$ cat src/rtl/hamming_secded_decoder_if.sv
// Serial SECDED decoder bus: codeword bit stream in, corrected data stream
// and per-word error status out.
//   master : channel side, drives datain/din_valid/din_sof, observes results
//   slave  : decoder side, consumes the codeword stream, drives results
interface hamming_secded_decoder_if #(
  parameter int unsigned R = 4
);
  logic         datain;
  logic         din_valid;
  logic         din_sof;
  logic         dataout;
  logic         dout_valid;
  logic         word_done;
  logic         err_single;
  logic         err_double;
  logic [R-1:0] err_pos;

  modport master (
    output datain, din_valid, din_sof,
    input  dataout, dout_valid, word_done, err_single, err_double, err_pos
  );

  modport slave (
    input  datain, din_valid, din_sof,
    output dataout, dout_valid, word_done, err_single, err_double, err_pos
  );
endinterface

$ cat src/rtl/hamming_secded_decoder.sv
// Serial extended-Hamming (SECDED) decoder.
// Collects one N-bit codeword (position 0 first), decodes it one cycle after
// the last bit lands, corrects single errors, flags double errors and shifts
// the K data bits out serially, d0 first, starting two cycles after the last
// codeword bit is captured.
//   clk   : system clock, rising edge
//   reset : synchronous, active-high
//   bus   : slave side of hamming_secded_decoder_if (stream in, data/status out)
module hamming_secded_decoder #(
  parameter int unsigned R = 4
) (
  input logic                    clk,
  input logic                    reset,
  hamming_secded_decoder_if.slave bus
);
  localparam int unsigned N  = 1 << R;
  localparam int unsigned K  = N - R - 1;
  localparam int unsigned CW = $clog2(K + 1);

  // Codeword position of data bit j: the j-th non-power-of-two index >= 1.
  function automatic int unsigned data_pos(input int unsigned j);
    int unsigned k;
    int unsigned r;
    k = 0;
    r = 0;
    for (int unsigned i = 1; i < N; i++) begin
      if ((i & (i - 1)) != 0) begin
        if (k == j) r = i;
        k++;
      end
    end
    return r;
  endfunction

  logic [R-1:0]  bit_cnt_q;
  logic [N-1:0]  rx_q;
  logic          full_q;
  logic [K-1:0]  sr_q;
  logic [CW-1:0] out_cnt_q;
  logic          first_q;
  logic          dataout_q;
  logic          dout_valid_q;
  logic          word_done_q;
  logic          err_single_q;
  logic          err_double_q;
  logic [R-1:0]  err_pos_q;

  logic [R-1:0]  syn_d;
  logic          par_d;
  logic [N-1:0]  corr_d;
  logic [K-1:0]  data_d;

  // Syndrome, overall parity and single-bit correction of the held word.
  always_comb begin
    syn_d  = '0;
    par_d  = ^rx_q;
    corr_d = rx_q;
    for (int unsigned i = 1; i < N; i++) begin
      if (rx_q[i]) syn_d = syn_d ^ R'(i);
    end
    if (par_d) corr_d[syn_d] = ~corr_d[syn_d];
  end

  // Strip parity positions to recover d0..d(K-1).
  for (genvar j = 0; j < K; j++) begin : g_extract
    assign data_d[j] = corr_d[data_pos(j)];
  end

  // Collection, decode and serial output.
  always_ff @(posedge clk) begin
    if (reset) begin
      bit_cnt_q    <= '0;
      rx_q         <= '0;
      full_q       <= 1'b0;
      sr_q         <= '0;
      out_cnt_q    <= '0;
      first_q      <= 1'b0;
      dataout_q    <= 1'b0;
      dout_valid_q <= 1'b0;
      word_done_q  <= 1'b0;
      err_single_q <= 1'b0;
      err_double_q <= 1'b0;
      err_pos_q    <= '0;
    end else begin
      full_q <= 1'b0;
      if (bus.din_valid) begin
        if (bus.din_sof) begin
          // Resync: this bit is position 0, any partial word is abandoned.
          rx_q[0]   <= bus.datain;
          bit_cnt_q <= R'(1);
        end else begin
          rx_q[bit_cnt_q] <= bus.datain;
          bit_cnt_q       <= bit_cnt_q + R'(1);
          full_q          <= (bit_cnt_q == R'(N - 1));
        end
      end

      if (out_cnt_q != '0) begin
        dataout_q    <= sr_q[0];
        sr_q         <= sr_q >> 1;
        dout_valid_q <= 1'b1;
        word_done_q  <= first_q;
        first_q      <= 1'b0;
        out_cnt_q    <= out_cnt_q - CW'(1);
      end else begin
        dataout_q    <= 1'b0;
        dout_valid_q <= 1'b0;
        word_done_q  <= 1'b0;
      end

      // Completions are at least N cycles apart, so the previous word has
      // always drained by the time a new decode loads the shifter.
      if (full_q) begin
        sr_q         <= data_d;
        out_cnt_q    <= CW'(K);
        first_q      <= 1'b1;
        err_single_q <= par_d;
        err_double_q <= ~par_d & (syn_d != '0);
        err_pos_q    <= par_d ? syn_d : '0;
      end
    end
  end

  assign bus.dataout    = dataout_q;
  assign bus.dout_valid = dout_valid_q;
  assign bus.word_done  = word_done_q;
  assign bus.err_single = err_single_q;
  assign bus.err_double = err_double_q;
  assign bus.err_pos    = err_pos_q;
endmodule

$ cat src/flat_wrapper.sv
// flat-port wrapper written by rule: the top's interface ports become plain ports
module hamming_secded_decoder_flat 
#(
  parameter int unsigned R = 4
)
  (clk, reset, bus_datain, bus_din_valid, bus_din_sof, bus_dataout, bus_dout_valid, bus_word_done, bus_err_single, bus_err_double, bus_err_pos);
  hamming_secded_decoder_if #(.R(R)) bus_i ();
  input logic clk;
  input logic reset;
  input wire logic [$bits(bus_i.datain)-1:0] bus_datain;
  input wire logic [$bits(bus_i.din_valid)-1:0] bus_din_valid;
  input wire logic [$bits(bus_i.din_sof)-1:0] bus_din_sof;
  output wire logic [$bits(bus_i.dataout)-1:0] bus_dataout;
  output wire logic [$bits(bus_i.dout_valid)-1:0] bus_dout_valid;
  output wire logic [$bits(bus_i.word_done)-1:0] bus_word_done;
  output wire logic [$bits(bus_i.err_single)-1:0] bus_err_single;
  output wire logic [$bits(bus_i.err_double)-1:0] bus_err_double;
  output wire logic [$bits(bus_i.err_pos)-1:0] bus_err_pos;
  assign bus_i.datain = bus_datain;
  assign bus_i.din_valid = bus_din_valid;
  assign bus_i.din_sof = bus_din_sof;
  assign bus_dataout = bus_i.dataout;
  assign bus_dout_valid = bus_i.dout_valid;
  assign bus_word_done = bus_i.word_done;
  assign bus_err_single = bus_i.err_single;
  assign bus_err_double = bus_i.err_double;
  assign bus_err_pos = bus_i.err_pos;
  hamming_secded_decoder #(.R(R)) u_core (.clk(clk), .reset(reset), .bus(bus_i));
endmodule
$ cat config.mk
export PLATFORM = sky130hd
export DESIGN_NAME = hamming_secded_decoder_flat
export DESIGN_NICKNAME = d
export VERILOG_FILES = /design/src/rtl/hamming_secded_decoder_if.sv /design/src/rtl/hamming_secded_decoder.sv /design/src/flat_wrapper.sv
export SDC_FILE = /design/constraint.sdc
export NUM_CORES = 1
export LEC_CHECK = 0
export ABC_AREA = 1
export ABC_CLOCK_PERIOD_IN_PS = 2300
export CAP_MARGIN = 25
export CORE_MARGIN = 2
export CORE_UTILIZATION = 55
export DETAILED_ROUTE_END_ITERATION = 10
export MAX_ROUTING_LAYER = met4
export PLACE_DENSITY = 0.72
export SYNTH_ARGS = -nofsm -noshare
export SYNTH_HDL_FRONTEND = slang
export SYNTH_SLANG_ARGS = --single-unit
$ cat constraint.sdc
create_clock -name clk -period 2.3 [get_ports clk]
set_clock_uncertainty 0.2 [all_clocks]
set_input_delay 0.46 -clock clk [delete_from_list [all_inputs] [get_ports clk]]
set_output_delay 0.46 -clock clk [all_outputs]
set_load 0.005 [all_outputs]
==> run_results.csv, run 1 <==
group,metric,value,unit
detailed_routing,vias,2806,
detailed_routing,first_pass_iters,5,
timing,slew_headroom,0.612,
power,p_switching,0.695,mW
placed_design,dp.cells,514,
timing,grt_setup_unrepaired,"true",
timing,holdWs,230,ps
clock_network,clockBufferDepth,2,
clock_network,cts_buffers,5,
detailed_routing,wl,6.96,mm
synthesis,netlist_area,2690,sq um
power,power_frac_clock,0.252,
die,initial_core_util,0.569,
die,die_y,73.9,um
clock_network,cts_root_buffer,"clkbuf_8",
min_path,min_path_type,"flip-flop to flip-flop",
setup_path,criticalPathCategory,"flip-flop to flip-flop",
detailed_routing,wire_per_inst,13.2,um
setup_path,crit_fanout,7,
clock_network,clock-sinks,46,
setup_path,r2r-end,"u_core.sr_q[0]",
detailed_routing,antenna_left,0,
synthesis,synth_area_per_cell,6.36,sq um
synthesis,syn_nets,432,
die,die_w,73.9,um
layout,mostFrequentLayoutCells,"113 x nand2_1, 47 x inv_1, 40 x nor2_1, 38 x dfxtp_1, 37 x a21oi_1",
run_status,status,"finished with violations",
synthesis,yosys_warnings,0,
placed_design,hpwl,4.84,mm
synthesis,yosysSeqAreaShare,0.342,
global_routing,grt_pass1_wl,10.9,mm
timing,fmax,435,MHz
power,finalPower,2.05,mW
placed_design,port_buffers,13,
setup_path,critPathArrivalTime,2340,ps
setup_path,start_kind,"flip-flop",
layout,instances_no_fill,528,
timing,drv_slew,0,
layout,drive_above_1_share,0.210,
power,ir_drop,0.000518,V
synthesis,synth_cell_types,31,
global_routing,grt_max_degree,22,
synthesis,ys_ff_latch,46,
setup_path,startpoint,"u_core.rx_q[15]",
setup_path,regToRegSetupSlack,-1,ps
clock_network,clk_latency,310,ps
timing,post-route-min-period,2300,ps
setup_path,timing.rr.start,"u_core.rx_q[15]",
power,swShare,0.339,
global_routing,track_usage,0.268,
setup_path,r2r_cells,14,
min_path,min_from,"u_core.first_q",
placed_design,place.gp.congestion,0.900,
setup_path,endpoint,"u_core.sr_q[0]",
power,seq_power_share,0.476,
power,power_density,611,nW/um^2
detailed_routing,drtIter0Drc,247,
detailed_routing,avgViaCountPerCell,5.31,
timing,final_hold_viol_count,0,
run_status,violations,"negative setup slack",
synthesis,syn_inst,423,
global_routing,grt_overflow,0,
setup_path,critical_path_required,2340,ps
power,p_leak,1.41,nW
timing,setup_violations,1,
timing,tightestPinTransition,581,ps
layout,final_common_cell,"nand2_1",
layout,finalNetCount,469,
power,comb_power_share,0.272,
layout,area_growth,24.8,%
power,p_int,1.36,mW
timing,setup_ws,-1.41,ps
layout,antennaDiodeCount,0,
die,num_rows,25,
detailed_routing,drc,0,
clock_network,clk_pin_slew,80,ps
clock_network,ctsHtreeMaxLevel,2,
die,die_area,5460,sq um
die,core-area,4720,sq um
die,io_pins,14,
setup_path,endpoint_kind,"flip-flop",
global_routing,grt_pass1_vias,2369,
global_routing,grt_antenna_before_repair,0,
flow_run,drv_cap,0,
clock_network,tritoncts,"built",
timing,period_share,1.00,
layout,nFillCells,417,
critical path, stage by stage (launching register included):
cell,delay (ps)
dfxtp_2,360
or2_4,280
nand2_4,70
nand2_1,60
nand2_1,90
nand2_1,60
inv_1,80
nor2_4,50
inv_2,130
nand2_1,170
nor3_2,280
nor2_1,70
nor2_1,150
nand2_2,80
a21oi_2,110
cell usage after synthesis (all sizes together):
cell | count | area [sq um]
clkbuf | 10 | 37.5
xnor2 | 7 | 68.8
inv | 56 | 210
buf | 1 | 11.3
a31oi | 2 | 12.5
a311oi | 9 | 78.8
nor3 | 4 | 25.0
nand2 | 137 | 534
dfxtp | 46 | 921
or2 | 1 | 8.76
o211ai | 2 | 15.0
nor2 | 48 | 193
ha | 4 | 50.1
o311ai | 1 | 8.76
and2 | 1 | 6.26
a211oi | 1 | 7.51
nand3 | 21 | 110
nor4 | 2 | 12.5
xor2 | 5 | 43.8
nand4 | 3 | 18.8
a21oi | 41 | 205
nand3b | 2 | 15.0
o21ai | 19 | 95.1
what timing repair did:
| item | 4_1_cts | 5_1_grt |
|---|---|---|
| pin swaps | 0 | 8 |
| hold buffers | 0 | 0 |
| setup buffers | 0 | 3 |
| cloned | 0 | 3 |
| resized for setup | 9 | 58 |
| endpoints found under the setup margin | 11 | 16 |
how the worst min path moves through the flow:
stage | slack, ps | depth (start not counted) | end
after detailed placement | 220 | 2 | u_core.bus.word_done
after CTS | 230 | 2 | u_core.bus.word_done
final | 230 | 2 | u_core.bus.word_done
after global routing | 270 | 2 | u_core.bus.word_done
after global placement | 220 | 2 | u_core.bus.word_done
after floorplan | 210 | 2 | u_core.bus.dataout
per-stage QoR:
stage	setup WS (ps)	setup TNS [ps]	util	instance area [sq um]
finish	-1.41	-1.41	0.710	3350
detailed placement	-104	-867	0.639	3020
global route	-138	-1250	0.710	3350
floorplan	222	0	-	2690
global placement	-83.6	-557	0.639	3020
CTS	10.8	0	0.665	3140
logic make-up after synthesis:
logic type,after synthesis,share of synthesized area
buf+inv,67,0.0963
xor+xnor,12,0.0419
simple gates,219,0.343
flops,46,0.342
fa+ha+maj,4,0.0186
compound gates,75,0.157
final cells by class:
class	count	area, sq um	share of cell area
sequential	46	943	0.281
inverter	56	215	0.0642
clock inverter	1	5.00	0.00149
clock buffer	7	86.3	0.0257
multi-input combinational	312	1690	0.503
tap	67	83.8	0.0250
timing repair buffer	39	333	0.0992
sequential cells by signal, summed over array words and instances (netlist names):
name,cells
u_core.bus.err_single,1
u_core.full_q,1
u_core.bus.word_done,1
u_core.first_q,1
u_core.sr_q,11
u_core.bit_cnt_q,4
u_core.out_cnt_q,4
u_core.rx_q,16
u_core.bus.err_double,1
u_core.bus.err_pos,4
u_core.bus.dataout,1
u_core.bus.dout_valid,1
per-layer routing:
metal  vias to the layer above  global-route usage  share of wire
li1                       1430                   -              -
met1                      1262               0.369           0.48
met2                       105               0.395           0.45
met3                         9              0.0535          0.063
met4                         0              0.0869          0.014
met5                         -                   -              0
power by group through the flow:
stage | Clock [mW] | Sequential, mW | Combinational [mW]
after floorplan | 0 | 0.980 | 0.394
after global placement | 0 | 0.996 | 0.485
after detailed placement | 0 | 0.995 | 0.497
after CTS | 0.526 | 0.979 | 0.502
after global routing | 0.554 | 0.985 | 0.638
final | 0.517 | 0.977 | 0.557
No activity file was read; power rests on OpenSTA's default activity.
==> inputs of run 2 (changes only) <==
--- a/config.mk
+++ b/config.mk
@@ -6,13 +6,15 @@
 export NUM_CORES = 1
 export LEC_CHECK = 0
 export ABC_AREA = 1
-export ABC_CLOCK_PERIOD_IN_PS = 2300
+export ABC_CLOCK_PERIOD_IN_PS = 2200
 export CAP_MARGIN = 25
+export CELL_PAD_IN_SITES_DETAIL_PLACEMENT = 1
+export CELL_PAD_IN_SITES_GLOBAL_PLACEMENT = 2
 export CORE_MARGIN = 2
-export CORE_UTILIZATION = 55
+export CORE_UTILIZATION = 33
 export DETAILED_ROUTE_END_ITERATION = 10
 export MAX_ROUTING_LAYER = met4
-export PLACE_DENSITY = 0.72
+export PLACE_DENSITY = 0.78
 export SYNTH_ARGS = -nofsm -noshare
 export SYNTH_HDL_FRONTEND = slang
 export SYNTH_SLANG_ARGS = --single-unit
==> constraint.sdc (replaced) <==
create_clock -name clk -period 2.2 [get_ports clk]
set_clock_uncertainty 0.2 [all_clocks]
set_input_delay 0.44 -clock clk [delete_from_list [all_inputs] [get_ports clk]]
set_output_delay 0.44 -clock clk [all_outputs]
set_load 0.005 [all_outputs]
==> run_results.csv, run 2 (same netlist as run 1, synthesis figures left out) <==
group,metric,value,unit
detailed_routing,wire_per_inst,15.0,um
global_routing,track_usage,0.215,
run_status,violations,"negative setup slack",
timing,setup_ws,-123,ps
min_path,hold_path_depth,2,
placed_design,hpwl,6.35,mm
power,power_density,601,nW/um^2
placed_design,place.gp.congestion,0.903,
detailed_routing,wl,8.92,mm
power,finalPower,2.30,mW
layout,largest_reg_flops,16,
setup_path,cp_top_family,"simple AND/OR/NAND/NOR gates",
global_routing,grt_antenna_before_repair,0,
run_status,status,"finished with violations",
setup_path,start_kind,"flip-flop",
timing,holdWs,234,ps
setup_path,slowest_stage,"dfxtp_2",
setup_path,r2r_cells,14,
die,core-area,7810,sq um
die,die_w,94.3,um
die,die_y,94.3,um
min_path,min_path_type,"flip-flop to flip-flop",
clock_network,clock-sinks,46,
clock_network,tritoncts,"built",
power,comb_power_share,0.278,
timing,setup_tns,-1210,ps
setup_path,regToRegSetupSlack,-120,ps
layout,finalNetCount,501,
setup_path,endpoint_kind,"flip-flop",
power,swShare,0.336,
layout,instances_no_fill,595,
layout,area_growth,42.1,%
placed_design,port_buffers,13,
timing,tightestPinTransition,605,ps
setup_path,critical_path_required,2190,ps
power,p_switching,0.773,mW
timing,period_share,1.06,
power,p_int,1.53,mW
layout,drive_above_1_share,0.333,
layout,antennaDiodeCount,0,
layout,regMostFlops,"u_core.rx_q",
min_path,hold_end,"u_core.bus.dataout",
placed_design,dp.cells,576,
global_routing,grt_pass1_wl,14.5,mm
die,initial_core_util,0.344,
setup_path,criticalPathCategory,"flip-flop to flip-flop",
timing,setup_violations,14,
power,seq_power_share,0.444,
die,io_pins,14,
setup_path,crit_fanout,5,
global_routing,grt_pass1_vias,2890,
die,num_rows,32,
timing,fmax,431,MHz
clock_network,cts_buffers,5,
detailed_routing,antenna_left,0,
setup_path,r2r-end,"u_core.sr_q[6]",
layout,mostFrequentLayoutCells,"94 x nand2_1, 54 x buf_4, 45 x inv_1, 38 x nor2_1, 36 x nand2_2",
power,power_frac_clock,0.278,
detailed_routing,vias,2904,
setup_path,critPathArrivalTime,2310,ps
die,die_area,8890,sq um
layout,final_common_cell,"nand2_1",
timing,post-route-min-period,2320,ps
detailed_routing,drtIter0Drc,83,
global_routing,grt_overflow,0,
min_path,min_from,"u_core.sr_q[0]",
clock_network,clockBufferDepth,2,
timing,final_hold_viol_count,0,
detailed_routing,drc,0,
clock_network,cts_root_buffer,"clkbuf_8",
setup_path,path_common_cell,"nand2_1",
detailed_routing,first_pass_iters,4,
flow_run,drv_cap,0,
setup_path,cp_slowest_stage_delay,330,ps
clock_network,ctsHtreeMaxLevel,2,
power,p_leak,1.62,nW
setup_path,timing.rr.start,"u_core.rx_q[14]",
global_routing,grt_max_degree,31,
power,ir_drop,0.000399,V
timing,drv_slew,0,
timing,grt_setup_unrepaired,"true",
detailed_routing,avgViaCountPerCell,4.88,
setup_path,critPathBufInv,3,
clock_network,clk_latency,300,ps
timing,slew_headroom,0.596,
layout,final_core_util,0.489,
layout,top_regs,"u_core.rx_q: 16 flops, u_core.sr_q: 11 flops",
setup_path,crit_chain,"nand2_1 -> nand2_4 -> buf_4 -> xnor2_4 -> xor2_2 -> buf_4 -> nor2_2 -> nand2_2 -> nand2_2 -> nor2_4 -> buf_6 -> nand2_1 -> nand2_1 -> a21oi_2",
clock_network,clk_pin_slew,90,ps
## run 2: cell count changes in the layout (fill, tap and decap cells not counted), sizes merged
| cell | change |
|---|---|
| bufinv | +1 |
| clkbuf | -1 |
| clkinv | -1 |
| buf | +32 |
| clkinvlp | +1 |
## run 2: worst reg2reg max path, stage by stage, from the launching register on
cell and delay [ps]:
dfxtp_2 330, nand2_1 150, nand2_4 60, buf_4 150, xnor2_4 260, xor2_2 200, buf_4 160, nor2_2 60
nand2_2 80, nand2_2 70, nor2_4 160, buf_6 150, nand2_1 50, nand2_1 70, a21oi_2 60
## run 2: how the worst max path moves through the flow
stage	start	endpoint	slack, ps	cells past startpoint
floorplan	u_core.rx_q[15]	u_core.sr_q[0]	120	14
global placement	u_core.rx_q[3]	u_core.sr_q[3]	-220	18
detailed placement	u_core.rx_q[3]	u_core.sr_q[3]	-270	18
CTS	u_core.rx_q[3]	u_core.sr_q[0]	-80	20
global route	u_core.rx_q[15]	u_core.sr_q[7]	-280	13
finish	u_core.rx_q[14]	u_core.sr_q[6]	-120	14
## run 2: power groups by stage
stage | registers [mW] | clock network, mW | logic [mW]
after floorplan | 1.02 | 0 | 0.412
after global placement | 1.04 | 0 | 0.541
after detailed placement | 1.04 | 0 | 0.562
after CTS | 1.02 | 0.662 | 0.598
after global routing | 1.04 | 0.694 | 0.747
final | 1.02 | 0.640 | 0.639
## run 2: metrics by stage
| stage | setup WS (ps) | cell area, sq um |
|---|---|---|
| 2_1_floorplan | 122 | 2690 |
| 3_3_place_gp | -222 | 3270 |
| 3_5_place_dp | -267 | 3270 |
| 4_1_cts | -82.2 | 3590 |
| 5_1_grt | -281 | 3820 |
| 6_report | -123 | 3820 |
## run 2: repair_timing
action	in CTS	in global routing
gates resized for setup	51	58
buffers inserted	5	3
setup endpoints to repair	12	16
pin swaps	13	30
gates cloned	3	0
hold buffers	0	0
## run 2: area by class of cell
cell class / count / area (sq um)
clock buffer: 6 / 72.6
multi-input combinational: 312 / 1830
fill: 994 / 3990
clock inverter: 2 / 37.5
sequential: 46 / 945
inverter: 56 / 220
timing repair buffer: 71 / 589
tap: 102 / 128
## run 2: per-layer routing
metal / vias to the layer above / GRT usage / wire [um]
li1: 1493 / - / -
met1: 1375 / 0.298 / 4420
met2: 28 / 0.339 / 4220
met3: 8 / 0.0289 / 178
met4: 0 / 0.0399 / 98
met5: - / - / 0
